## src/rtl/hazard_stall_ctrl.sv

```systemverilog
// hazard_stall_ctrl: load-use / misprediction / memory-busy pipeline controller.
// Sits between IF/ID and ID/EX and drives PC and IF/ID enables, bubble
// select, IF/ID flush and a whole-pipeline hold.
// Optional feature macro: HAZARD_PERF_CNT_EN adds saturating stall/flush
// cycle counters on the stall_cycles / flush_cycles ports.
module hazard_stall_ctrl #(
  parameter int REG_AW          = 5,
  parameter int LOAD_USE_STALLS = 1,
  parameter int FLUSH_CYCLES    = 1,
  parameter int CNT_W           = 16
) (
  input  logic              clk,
  input  logic              rst,
  input  logic [REG_AW-1:0] if_id_rs1,
  input  logic [REG_AW-1:0] if_id_rs2,
  input  logic              if_id_use_rs1,
  input  logic              if_id_use_rs2,
  input  logic [REG_AW-1:0] id_ex_rd,
  input  logic              id_ex_mem_read,
  input  logic              wrong_prediction,
  input  logic              mem_busy,
  output logic              pc_write_en,
  output logic              if_id_write_en,
  output logic              ctrl_select,
  output logic              if_id_flush,
`ifdef HAZARD_PERF_CNT_EN
  output logic              pipe_hold,
  output logic [CNT_W-1:0]  stall_cycles,
  output logic [CNT_W-1:0]  flush_cycles
`else
  output logic              pipe_hold
`endif
);

  typedef enum logic [1:0] {
    RUN   = 2'd0,
    STALL = 2'd1,
    FLUSH = 2'd2
  } state_t;

  localparam logic [3:0] StallReload = 4'(LOAD_USE_STALLS - 1);
  localparam logic [3:0] FlushReload = 4'(FLUSH_CYCLES - 1);

  state_t     state_q, state_d;
  logic [3:0] cnt_q, cnt_d;
  logic       hazard;

  // Load-use hazard: EX holds a load whose non-zero destination is read by the decoding instruction.
  always_comb begin
    hazard = id_ex_mem_read && (id_ex_rd != '0) &&
             ((if_id_use_rs1 && (if_id_rs1 == id_ex_rd)) ||
              (if_id_use_rs2 && (if_id_rs2 == id_ex_rd)));
  end

  // Mealy output and next-state logic; priority is reset, misprediction, memory busy, then hazard/state.
  always_comb begin
    state_d        = state_q;
    cnt_d          = cnt_q;
    pc_write_en    = 1'b1;
    if_id_write_en = 1'b1;
    ctrl_select    = 1'b1;
    if_id_flush    = 1'b0;
    pipe_hold      = 1'b0;
    if (rst) begin
      ctrl_select = 1'b0;
      if_id_flush = 1'b1;
      state_d     = RUN;
      cnt_d       = 4'd0;
    end else if (wrong_prediction) begin
      ctrl_select = 1'b0;
      if_id_flush = 1'b1;
      if (FLUSH_CYCLES > 1) begin
        state_d = FLUSH;
        cnt_d   = FlushReload;
      end else begin
        state_d = RUN;
        cnt_d   = 4'd0;
      end
    end else if (mem_busy) begin
      pipe_hold      = 1'b1;
      pc_write_en    = 1'b0;
      if_id_write_en = 1'b0;
    end else begin
      case (state_q)
        RUN: begin
          if (hazard) begin
            pc_write_en    = 1'b0;
            if_id_write_en = 1'b0;
            ctrl_select    = 1'b0;
            if (LOAD_USE_STALLS > 1) begin
              state_d = STALL;
              cnt_d   = StallReload;
            end
          end
        end
        STALL: begin
          pc_write_en    = 1'b0;
          if_id_write_en = 1'b0;
          ctrl_select    = 1'b0;
          cnt_d          = cnt_q - 4'd1;
          if (cnt_q == 4'd1) begin
            state_d = RUN;
          end
        end
        FLUSH: begin
          ctrl_select = 1'b0;
          if_id_flush = 1'b1;
          cnt_d       = cnt_q - 4'd1;
          if (cnt_q == 4'd1) begin
            state_d = RUN;
          end
        end
        default: begin
          state_d = RUN;
          cnt_d   = 4'd0;
        end
      endcase
    end
  end

  // State and remaining-cycle counter registers.
  always_ff @(posedge clk) begin
    if (rst) begin
      state_q <= RUN;
      cnt_q   <= 4'd0;
    end else begin
      state_q <= state_d;
      cnt_q   <= cnt_d;
    end
  end

`ifdef HAZARD_PERF_CNT_EN
  logic [CNT_W-1:0] stall_cycles_q, stall_cycles_d;
  logic [CNT_W-1:0] flush_cycles_q, flush_cycles_d;

  // Saturating counts of bubble cycles and squash cycles outside reset.
  always_comb begin
    stall_cycles_d = stall_cycles_q;
    flush_cycles_d = flush_cycles_q;
    if (rst) begin
      stall_cycles_d = '0;
      flush_cycles_d = '0;
    end else begin
      if (!ctrl_select && !pc_write_en && (stall_cycles_q != '1)) begin
        stall_cycles_d = stall_cycles_q + 1'b1;
      end
      if (if_id_flush && (flush_cycles_q != '1)) begin
        flush_cycles_d = flush_cycles_q + 1'b1;
      end
    end
  end

  // Performance counter registers.
  always_ff @(posedge clk) begin
    if (rst) begin
      stall_cycles_q <= '0;
      flush_cycles_q <= '0;
    end else begin
      stall_cycles_q <= stall_cycles_d;
      flush_cycles_q <= flush_cycles_d;
    end
  end

  assign stall_cycles = stall_cycles_q;
  assign flush_cycles = flush_cycles_q;
`endif

endmodule

```

## config.mk

```make
export PLATFORM = sky130hd
export DESIGN_NAME = hazard_stall_ctrl
export DESIGN_NICKNAME = d
export VERILOG_FILES = /design/src/rtl/hazard_stall_ctrl.sv
export SDC_FILE = /design/constraint.sdc
export NUM_CORES = 1
export LEC_CHECK = 0
export BUFFER_PORTS_ARGS = -buffer_cell sky130_fd_sc_hd__buf_2
export CAP_MARGIN = 40
export CORE_AREA = 8 8 45 47
export DETAILED_ROUTE_END_ITERATION = 8
export DIE_AREA = 0 0 53 55
export MAX_ROUTING_LAYER = met4
export PLACE_DENSITY = 0.4
export RECOVER_POWER = 25
export SLEW_MARGIN = 40
export SYNTH_ARGS = -nofsm -noshare
export SYNTH_HDL_FRONTEND = slang
export SYNTH_SLANG_ARGS = --single-unit
```

## constraint.sdc

```tcl
create_clock -name clk -period 1.3 [get_ports clk]
set_input_delay 0.065 -clock clk [delete_from_list [all_inputs] [get_ports clk]]
set_output_delay 0.065 -clock clk [all_outputs]
set_load 0.005 [all_outputs]
```

# Yosys cells after proc, flatten, opt, wreduce, memory -nomap -nowiden
# Cells that the tools add are included.
word_totals:
  ff_bits: 6
  inputBits: 22
  out_inout_bits: 5
  word_cells: 41
op_classes:
  mux: 19
  eq_ne: 6
  reduce_logical: 11
  n_bitwise: 2
  n_addsub: 1
ops:
  columns: ["op", "n"]
  rows:
  - ["1-bit 2-to-1 mux", 14]
  - ["5-bit == test", 2]
  - ["4-bit case mux with 2 select lines", 1]
  - ["5-bit nonzero test", 1]
  - ["4-bit by 1-bit == test with 1-bit output, second input constant", 1]
  - ["1-bit logical AND", 4]
  - ["1-bit case mux with 2 select lines", 2]
  - ["2-bit case mux with 2 select lines", 1]
  - ["2-bit OR reduction", 2]
  - ["4-bit by 1-bit subtractor with 4-bit output, second input constant", 1]
  - ["3-bit AND reduction", 1]
  - ["2-bit by 1-bit == test with 1-bit output, second input constant", 1]
  - ["2-bit == test, second input constant", 1]
  - ["2-bit logical NOT", 1]
  - ["2-bit 2-to-1 mux", 1]
  - ["2-bit by 1-bit inequality test with 1-bit output, second input constant", 1]
  - ["1-bit inverter", 2]
  - ["2-bit AND reduction", 1]
  - ["1-bit logical OR", 1]

# Logic depth before layout (Yosys ltp)
depth:
  depth_word: 9
  ltp_mapped: 5
  mapped_depth_nobuf: 4

# Worst setup path before layout
# No wires, ideal clock.
synth_timing:
  path_type: "input-to-output"
  from: "input port id_ex_rd[1]"
  to: "output port pc_write_en"
  setup_slack_ns: 0.126
  n_path_buf: 1
  stages: 5
  t_arrival_ns: 1.109
  path_cell_list: "or4_1 -> o21ai_2 -> nor2_1 -> a21oi_1 -> buf_4"
synth_between:
  elab_chain_len: 9
  elab_cells_between_ends: 13
  classes_between: "eq/ne (2); mux (5); reduce/logical (6)"
synth_rtl:
  columns: ["element", "line", "source"]
  rows:
  - ["start, declared", "18", "input logic [REG_AW-1:0] id_ex_rd,"]
  - ["5-bit == test, on equally long branches", "51, 52", null]
  - ["1-bit logical AND, on equally long branches", "51, 52", null]
  - ["1-bit logical OR", "51", "((if_id_use_rs1 && (if_id_rs1 == id_ex_rd)) ||"]
  - ["1-bit logical AND (*)", "50", "hazard = id_ex_mem_read && (id_ex_rd != '0) &&"]
  - ["1-bit 2-to-1 mux (*)", null, null]
  - ["1-bit case mux with 2 select lines (*)", null, null]
  - ["1-bit 2-to-1 mux (*) (3 in a row)", null, null]
  - ["end, declared", "22", "output logic pc_write_en,"]
# Every way passes the cells marked *; elsewhere a longest branch is shown, timed or not.

# Final worst setup path
layout_timing:
  from: "input port id_ex_rd[3]"
  to: "output port pc_write_en"
layout_between:
  elab_chain_len: 9
  elab_cells_between_ends: 13
  classes_between: "eq/ne (2); mux (5); reduce/logical (6)"
layout_rtl:
  columns: ["element", "line", "source"]
  rows:
  - ["5-bit == test, on equally long branches", "51, 52", null]
  - ["1-bit logical AND, on equally long branches", "51, 52", null]
  - ["1-bit logical OR", "51", null]
  - ["1-bit logical AND (*)", "50", null]
  - ["1-bit 2-to-1 mux (*)", "86", "if (hazard) begin"]
  - ["1-bit case mux with 2 select lines (*)", "84", "case (state_q)"]
  - ["1-bit 2-to-1 mux (*)", "79", "end else if (mem_busy) begin"]
  - ["1-bit 2-to-1 mux (*)", "69", "end else if (wrong_prediction) begin"]
  - ["1-bit 2-to-1 mux (*)", "64", "if (rst) begin"]
# Marks and branches as above.

==> results.md <==
* Final worst-path cycle share at a little over nine tenths
* Fin. max-slew vios at 0
* Setup crit end kind: output pin
* Slew HR at 83.8%
* Initial Utilization at around an eighth
* Post-CTS setup buffer count at 0
* # IOs at 27
* Gp weighted congestion at 0.719
* Combinational Power Share at 100.0%
* Top cells by area, synth: xnor2_1, nand4_1, nor2_1
* Layout cells sized above 1 at approximately 62%
* Fin Hold WS at around 430 ps
* Finished Layout Cells at between 60 and 70
* Area growth syn-to-layout at 106%
* PnR worst setup slack at 76.2 ps
* Max FO, Critical Path at 2
* PortBufs at 26
* Synthesized area per cell at approximately 6.8 um2
* First-pass iteration count of the detailed router at 1
* Antenna-violating nets left at 0
* FF+latch count at 0
* Largest net degree at the start of global routing at 5
* Congestion Overflow GR at 0
* Die width at around 53 um
* HP Class: primary input to output pin
* Starting DRC count in detailed routing at 0
* Setup TNS at 0 ps
* Req. time, crit path at 1240 ps
* Number of global-route vias before repair at between 200 and 300
* Top-area cell type share of the netlist area at about 52%
* FF/Latch Area at 0 um2
* Worst Max-Slew Pin Slew at between 200 and 250 ps
* # setup viols final at 0
* DRC viols at 0
* Power share of the clock group at 0%
* Row count at 14
* Syn Nets at 47
* Final net count at 77
* Clk_buf instances at 0
* Final wirelength at ~700 um
* Yosys warnings at 0
* Fmax at roughly 800 MHz
* Global Route Usage Sum at 4.38%
* Final Hold Vio Count at 0
* Max VDD drop at slightly above 0.09 mV
* Synth cell types at 11
* Cells on Worst Hold Path at 3
* Internal power consumption at between 60 and 70 uW
* Reg power frac at 0%
* Initial antenna violation count at 0
* First-pass GRT wire length at around 1000 um
* Core area at between 0.001 and 0.0015 mm2
* Pwr/cell area at 294 mW/mm2
* Ant diodes at 0
* Chip height at around 55 um
* Die area at ~0.0029 mm2
* CTS resizes at 0
* RSZ-0062 raised after global routing: no
* Outcome: finished clean
* Via count at approximately 260
* Most common cell in the synthesized netlist: xnor2_1
* Setup WS pre-CTS at between 15 and 20 ps
* Synth top cells by count: xnor2_1, nor2_1, a21oi_1, nand2_1, nand4_1
* Cells after synthesis at 25
* Net Sw Power at around 40 uW
* Kind of critical path: primary input to output pin
* Fin crit period at 1220 ps
* Vias/cell at around 3.7
* Placed Cells at roughly 70
* Post-CTS Hold Buffers at 0
* Sw Ratio at between 30 and 40%
* Post-synthesis sequential area ratio at 0%
* Area leader, netlist: xnor2_1
* CP startpoint kind: primary input
* Leak Pwr at between 0.15 and 0.2 nW
* MaxCap Viol Count at 0
* Synthesized cell area at ~170 um2
* CP arrival at between 1000 and 1500 ps
* Routed length per instance at around 10 um
layout make-up:
cell class / count / area, um2
multi-input cells: 23 / 165
inverters: 1 / 3.75
fillers: 164 / 1040
repair buffers: 29 / 159
well taps: 16 / 20.0
placed cells by master (no fill, tap or decap), drive strengths merged:
master	synthesis	final
o21ai	1	1
a21oi	2	2
buf	1	29
nand4	2	2
or4	1	1
or2	1	1
xnor2	10	10
o22ai	1	1
nand2	2	2
nor2	3	3
inv	1	1
power groups by stage:
stage	clock, mW	sequential (mW)	combinational [mW]
after global routing	0	0	0.114
after CTS	0	0	0.101
after detailed placement	0	0	0.100
after floorplan	0	0	0.0440
after global placement	0	0	0.0998
final	0	0	0.102
cell families after synthesis:
logic type	count (synthesis)	synth area share, %
AOI/OAI and AO/OA	4	14.8
and+or+nand+nor	9	26.7
buffers and inverters	2	6.67
xor gates and xnor gates	10	51.8
critical path, cell delays in order:
cell     delay (ps)
buf_6            90
or4_4           520
o21ai_2         170
nor2_1           70
a21oi_2         120
buf_2           120
metrics by stage:
step	total power [mW]	instance area, um2	utilization, %
CTS	0.101	334	24.1
detailed placement	0.100	334	24.1
global placement	0.0998	334	24.1
finish	0.102	348	25.1
global route	0.114	348	25.1
floorplan	0.0440	169	-
routing by layer:
layer / part of all wire, % / global-route usage, %
met5: 0 / -
met4: 0 / 0
met3: 8.1 / 0.535
met2: 52 / 8.79
met1: 40 / 4.68
path summary, 6_finish.rpt:
check	from	endpoint	slack [ps]
setup / recovery	id_ex_rd[3]	pc_write_en	80
hold / removal	wrong_prediction	if_id_flush	430
Power figures use the tool's default switching activity.
